### src/rtl/instr_fetch_unit.sv
`default_nettype none
// ============================================================================
// instr_fetch_unit : credit-limited instruction fetch with PC-tagged FIFO
// Rev 1.0
// ============================================================================
module instr_fetch_unit #(
    parameter int unsigned DEPTH    = 2,
    parameter logic [31:0] RESET_PC = 32'h0000_0000
) (
    input  logic        clk,
    input  logic        rst_n,
    output logic        imem_req_valid,
    input  logic        imem_req_ready,
    output logic [31:0] imem_req_addr,
    input  logic        imem_rsp_valid,
    input  logic [31:0] imem_rsp_data,
    input  logic        redirect,
    input  logic [31:0] redirect_target,
    output logic        instr_valid,
    input  logic        instr_ready,
    output logic [31:0] instr,
    output logic [31:0] instr_pc,
    output logic [6:0]  instr_op,
    output logic [2:0]  instr_funct3,
    output logic [6:0]  instr_funct7
);

    localparam int unsigned CW      = $clog2(DEPTH) + 1;
    localparam int unsigned PW      = $clog2(DEPTH);
    localparam logic [CW:0] DEPTH_C = (CW+1)'(DEPTH);

    typedef enum logic [0:0] {
        BOOT = 1'b0,
        RUN  = 1'b1
    } state_t;

    state_t        state;
    logic [31:0]   fetch_pc;
    logic [31:0]   rsp_pc;
    logic [CW-1:0] count;
    logic [CW-1:0] in_flight;
    logic [CW-1:0] drop_cnt;
    logic [PW-1:0] wr_ptr;
    logic [PW-1:0] rd_ptr;
    logic [31:0]   word_mem [DEPTH];
    logic [31:0]   pc_mem   [DEPTH];

    logic          req_fire;
    logic          rsp_drop;
    logic          push;
    logic          pop;
    logic [CW:0]   credit_used;
    logic [31:0]   target_aligned;

    // Buffered words plus outstanding requests may never exceed the FIFO size,
    // so every response that survives dropping is guaranteed a free slot.
    assign credit_used    = {1'b0, count} + {1'b0, in_flight};
    assign imem_req_valid = (state == RUN) && (credit_used < DEPTH_C) && !redirect;
    assign imem_req_addr  = fetch_pc;
    assign req_fire       = imem_req_valid && imem_req_ready;

    assign rsp_drop       = (drop_cnt != '0);
    assign push           = imem_rsp_valid && !rsp_drop && !redirect;
    assign instr_valid    = (count != '0);
    assign pop            = instr_valid && instr_ready && !redirect;
    assign target_aligned = redirect_target & ~32'd3;

    assign instr          = instr_valid ? word_mem[rd_ptr] : '0;
    assign instr_pc       = instr_valid ? pc_mem[rd_ptr]   : '0;
    assign instr_op       = instr[6:0];
    assign instr_funct3   = instr[14:12];
    assign instr_funct7   = instr[31:25];

    always_ff @(posedge clk) begin
        if (push) begin
            word_mem[wr_ptr] <= imem_rsp_data;
            pc_mem[wr_ptr]   <= rsp_pc;
        end
    end

    always_ff @(posedge clk or negedge rst_n) begin
        if (!rst_n) begin
            state     <= BOOT;
            fetch_pc  <= RESET_PC;
            rsp_pc    <= RESET_PC;
            count     <= '0;
            in_flight <= '0;
            drop_cnt  <= '0;
            wr_ptr    <= '0;
            rd_ptr    <= '0;
        end else begin
            case (state)
                BOOT:    state <= RUN;
                default: state <= RUN;
            endcase

            in_flight <= in_flight + CW'(req_fire) - CW'(imem_rsp_valid);

            if (redirect) begin
                fetch_pc <= target_aligned;
                rsp_pc   <= target_aligned;
                count    <= '0;
                wr_ptr   <= '0;
                rd_ptr   <= '0;
                // Everything still outstanding after this cycle belongs to the old path.
                drop_cnt <= in_flight + CW'(req_fire) - CW'(imem_rsp_valid);
            end else begin
                if (req_fire) begin
                    fetch_pc <= fetch_pc + 32'd4;
                end
                if (imem_rsp_valid && rsp_drop) begin
                    drop_cnt <= drop_cnt - CW'(1);
                end
                if (push) begin
                    wr_ptr <= wr_ptr + PW'(1);
                    rsp_pc <= rsp_pc + 32'd4;
                end
                if (pop) begin
                    rd_ptr <= rd_ptr + PW'(1);
                end
                count <= count + CW'(push) - CW'(pop);
            end
        end
    end

    a_no_overflow: assert property (@(posedge clk) disable iff (!rst_n)
        push |-> ({1'b0, count} < DEPTH_C));

    a_rsp_expected: assert property (@(posedge clk) disable iff (!rst_n)
        imem_rsp_valid |-> (in_flight != '0));

endmodule

`default_nettype wire

### config.mk
export PLATFORM = sky130hd
export DESIGN_NAME = instr_fetch_unit
export DESIGN_NICKNAME = d
export VERILOG_FILES = /design/src/rtl/instr_fetch_unit.sv
export SDC_FILE = /design/constraint.sdc
export NUM_CORES = 1
export LEC_CHECK = 0
export CAP_MARGIN = 20
export CORE_ASPECT_RATIO = 0.7
export CORE_MARGIN = 8
export CORE_UTILIZATION = 30
export DETAILED_ROUTE_END_ITERATION = 12
export GPL_TIMING_DRIVEN = 0
export HOLD_SLACK_MARGIN = 0.03
export PLACE_DENSITY = 0.55
export SYNTH_ARGS = -nofsm -noshare
export SYNTH_HDL_FRONTEND = slang
export SYNTH_SLANG_ARGS = --single-unit
### constraint.sdc
create_clock -name clk -period 6.6 [get_ports clk]
set_input_delay 1.32 -clock clk [delete_from_list [all_inputs] [get_ports clk]]
set_output_delay 1.32 -clock clk [all_outputs]
set_load 0.05 [all_outputs]
# ---- Word-level counts from Yosys, hierarchy flattened
# Memories as Yosys holds them, arrays and structs flattened.
# Index checks and enable logic that the tools add are counted.
dict set report op_classes {
  addsub 10
  n_mul 0
  div 0
  order_cmp 1
  eq_ne 0
  n_shift 0
  muxes 15
  bitwise_logic 0
  n_reduce_logical 16
}
# cell count
set op_table {}
lappend op_table {{$mux 32} 6}
lappend op_table {{$add 32x3->32 const B} 2}
lappend op_table {{$reduce_bool 2->1} 6}
lappend op_table {{$logic_and 1x1->1} 8}
lappend op_table {{$mux 1} 6}
lappend op_table {{$mux 2} 3}
lappend op_table {{$add 2x1->2} 2}
lappend op_table {{$sub 2x1->2} 2}
lappend op_table {{$add 2x2->3} 1}
lappend op_table {{$lt 3x2->1 const B} 1}
lappend op_table {{$add 1x1->1 const B} 2}
lappend op_table {{$logic_not 1->1} 2}
lappend op_table {{$sub 2x1->2 const B} 1}
dict set report totals {
  register_bits 73
  latchBits 0
  mem_bits_rw 128
  mem_bits_ro 0
  input_bits 70
  output_inout_bits 115
  word_cells 52
  n_memories 2
}
# name depth word_bits rd rd_clocked_by_memory_dff wr line_no
set memory_table {}
lappend memory_table {pc_mem 2 32 1 0 1 46} ;# logic [31:0] pc_mem [DEPTH];
lappend memory_table {word_mem 2 32 1 0 1 45} ;# logic [31:0] word_mem [DEPTH];

# ---- Depth between registers and ports, before layout
dict set report logic_depth {
  depth_word 8
  ltp_mapped 13
  ltp_nobuf 12
}

# ---- Least setup slack after synthesis
# Ideal clock, no wire load.
dict set report synth_path {
  kind {in2reg}
  startpoint {input redirect}
  endpoint {memory pc_mem[0][10] (enable)}
  setup_ps 482
  arrival_ps 4483
  required_time_ps 6118
  setup_slack_ps 1634
  stages 4
  n_path_buf 1
  path_cell_list {inv_1 -> clkbuf_1 -> nand3_1 -> nor2_1}
}
dict set report synth_between {
  elab_chain_cells 4
}
# item line_no
set synth_rtl {}
lappend synth_rtl {{start: declaration} 17} ;# input logic redirect,
lappend synth_rtl {{$logic_not 1->1} 63} ;# assign push = imem_rsp_valid && !rsp_drop && !redirect;
lappend synth_rtl {{$logic_and 1x1->1} 63}
lappend synth_rtl {{$mux 1} 75} ;# if (push) begin
lappend synth_rtl {{$mux 1 (implied by the code)} 77} ;# pc_mem[wr_ptr] <= rsp_pc;
lappend synth_rtl {{end: declaration} 46}
# Every way passes these cells.

# ---- Final worst setup path
dict set report layout_path {
  startpoint {input redirect}
  endpoint {output imem_req_valid}
}
dict set report layout_between {
  elab_chain_cells 2
}
# item line_no
set layout_rtl {}
lappend layout_rtl {{$logic_not 1->1} 58} ;# assign imem_req_valid = (state == RUN) && (credit_used < DEPTH_C) && !redirect;
lappend layout_rtl {{$logic_and 1x1->1} 58}
lappend layout_rtl {{end: declaration} 12} ;# output logic imem_req_valid,
# Every way passes these cells.

==> results.tsv <==
stage	metric	value	unit
sta	hold_violations	0	
drt	wl	24100	um
grt	grt_pass1_vias	5990	
clock_network	clk_pin_slew	0.07	ns
power_and_ir_drop	power.leakage	4.01	nW
sta	fin_worst_skew	0.00916	ns
clock_network	clockBufferDepth	2	
power_and_ir_drop	power_density	346	mW/mm2
clock_network	cts_max_level	4	
critical_path	crit_buf_inv	2	
drt	ant_nets	0	
critical_path	worstPathArrival	3.62	ns
worst_hold_path	holdCritStartpoint	rsp_pc[28]$_DFFE_PN0N_	
critical_path	cp_max_fo	6	
sta	slew_violations	0	
power_and_ir_drop	intPower	0.00247	W
worst_hold_path	hold_path.class	reg -> reg	
critical_path	max_stage_delay	0.95	ns
clock_network	cts_tree	yes	
layout	layout_commonest_cell	clkdlybuf4s50_1	
drt	vias_per_cell	4.72	
sta	rsz0062_at_grt	false	
drt	wl_per_cell	18.5	um
critical_path	crit_slowest_cell	clkdlybuf4s50_1	
sta	worst_pin_slew	0.831	ns
sta	clock.fmax	0.203	GHz
layout	synthToLayoutAreaGrowth	34.4	%
critical_path	cp-start-kind	input port	
placed_design	place.gp.congestion	0.921	
sta	setup_ws	1.66	ns
placed_design	placed_cells_incl_taps	1275	
layout	num_antenna_cells	0	
die	dieWidth	219	um
sta	finalSetupViolations	0	
layout	layout.nets	994	
clock_network	postCtsHoldBufs	0	
power_and_ir_drop	p_seq_share	38.1	%
power_and_ir_drop	pwr-share-clk	25.1	%
die	ios	185	
power_and_ir_drop	comb_power_share	36.8	%
die	dieHeight	158	um
critical_path	crit_chain	clkdlybuf4s50_1 -> nor4b_1 -> clkdlybuf4s50_1	
critical_path	endpoint_kind	primary output	
synth	syn-cell-area	0.00862	mm2
synth	ys_seq_elements	193	
drt	drt_pre_antenna_iters	5	
synth	yosysSeqAreaShare	63.2	%
sta	period_needed	4.94	ns
synth	postSynthAreaPerCell	12.1	um2
grt	grt_pass1_wl	36300	um
die	core_area	0.0286	mm2
placed_design	dp_hpwl	17900	um
grt	grt_antenna_before_repair	0	
critical_path	crit_type	in -> out	
sta	maxSlewHeadroom	44.6	%
drt	route.detailed.drc	0	
die	initial_utilization	30.2	%
sta	fin_crit_sh	74.8	%
clock_network	clk_latency	0.43	ns
clock_network	root_buffer	clkbuf_16	
critical_path	r2r-start	in_flight[0]$_DFF_PN0_	
power_and_ir_drop	switchingPower	0.00155	W
drt	dr.first_iter.drc_count	543	
synth	synth.distinct_cells	42	
power_and_ir_drop	p_sw_share	38.6	%
grt	grt_usage	14.0	%
placed_design	place_ws	1.71	ns
critical_path	crit_required	5.28	ns
clock_network	numCtsBuffers	17	
die	fp-row-count	52	
synth	syn_inst	710	
status	outcome	complete, no violations	
layout	instances_no_fill	1307	
sta	tns	0	ns
power_and_ir_drop	vdd.ir_drop.worst	153	uV
clock_network	post_cts_resized	0	
critical_path	cp_top_family	buffers and inverters	
die	die_area	0.0345	mm2
layout	layout_common_cells	clkdlybuf4s50_1, edfxtp_1, nor2_1, dfrtp_1, mux2i_1	
critical_path	setup.worst_path.start	redirect	
synth	ys.warnings.count	0	
layout	drive_gt1_share	7.43	%
critical_path	crit_path_frequent_cell	clkdlybuf4s50_1	
placed_design	port_buffers	178	
sta	holdWs	0.532	ns
clock_network	postCtsSetupBuffers	0	
run	maxCapViolCount	0	
grt	overflow	0	
drt	routed-via-count	6168	
grt	grt_max_degree	38	
clock_network	cts.sinks	193	
## registers in the layout, indices dropped and copies added (netlist names)
signal,cells
rd_ptr,1
rsp_pc,30
wr_ptr,1
imem_req_addr,30
state,1
drop_cnt,2
word_mem,64
in_flight,2
pc_mem,60
count,2
## power by group through the flow
stage / Combinational, W / Clock [W] / Sequential (W)
2_1_floorplan: 0.000882 / 0 / 0.00162
3_3_place_gp: 0.00147 / 0 / 0.00156
3_5_place_dp: 0.00150 / 0 / 0.00155
4_1_cts: 0.00150 / 0.00104 / 0.00153
5_1_grt: 0.00158 / 0.00109 / 0.00154
6_report: 0.00148 / 0.00101 / 0.00153
## kinds of logic after synthesis
family / count (synthesis) / share of synthesized area (%)
DFF: 193 / 63.2
xor gates and xnor gates: 40 / 4.06
AOI/OAI and AO/OA: 93 / 6.81
other: 2 / 0.0871
buffers and inverters: 71 / 4.05
muxes: 65 / 7.58
adders and majority gates: 8 / 1.25
and+or+nand+nor: 238 / 12.9
## cells in the mapped netlist, drive strengths merged
cell type  count  area [um2]
a21oi          6        30.0
a22oi          2        15.0
a31o           2        17.5
a31oi          6        37.5
a41oi          2        17.5
and2           9        56.3
and3           7        43.8
and4           7        62.6
buf           31         199
clkbuf        23        86.3
conb           2        7.51
dfrtp         69        1730
edfxtp       124        3720
fa             1        20.0
ha             7        87.6
inv           17        63.8
mux2           2        22.5
mux2i         63         631
nand2         57         214
nand2b         1        6.26
nand3         26         130
nand4         23         150
nor2          87         327
nor2b          1        6.26
nor3          13        65.1
nor4           2        18.8
nor4b          1        8.76
o211ai         9        67.6
o21ai         46         230
o21bai         1        7.51
o221ai         2        17.5
o311ai        15         131
o31ai          2        15.0
or3            2        12.5
or4            2        15.0
xnor2         19         166
xor2          21         184
## cell type report
type                            instances  area [um2]
Fill cell                            2723       17000
Tap cell                              378         473
Clock inverter                         12         128
Timing Repair Buffer                  184        1910
Sequential cell                       193        5450
Clock buffer                           20         437
Multi-Input combinational cell        449        2850
Buffer                                 54         285
Inverter                               17        63.8
## metrics by stage
stage | cell area [um2] | power, W | utilization (%)
2_1_floorplan | 8630 | 0.00250 | -
3_3_place_gp | 10900 | 0.00303 | 38.1
3_5_place_dp | 11000 | 0.00305 | 38.6
4_1_cts | 11600 | 0.00407 | 40.6
5_1_grt | 11600 | 0.00421 | 40.6
6_report | 11600 | 0.00401 | 40.6
## worst paths after layout
| check | end | slack (ns) | depth (start not counted) |
|---|---|---|---|
| max | imem_req_valid | 1.66 | 3 |
| min | pc_mem[0][28]$_DFFE_PP_ | 0.53 | 0 |
| max reg2reg | drop_cnt[1]$_DFFE_PN0P_ | 2.98 | 13 |
| min reg2reg | pc_mem[0][28]$_DFFE_PP_ | 0.53 | 0 |
| max in group asynchronous | count[1]$_DFF_PN0_ | 5.20 | 2 |
| min in group asynchronous | imem_req_addr[5]$_DFFE_PN0P_ | 0.83 | 1 |
## layer usage
metal / GRT usage (%) / up-vias / wire length (um)
li1: - / 2979 / -
met1: 21.3 / 2938 / 12500
met2: 18.5 / 242 / 9460
met3: 4.87 / 9 / 1980
met4: 2.74 / 0 / 147
met5: 0 / - / 0
Note: power is estimated with default switching activity, not from simulation.
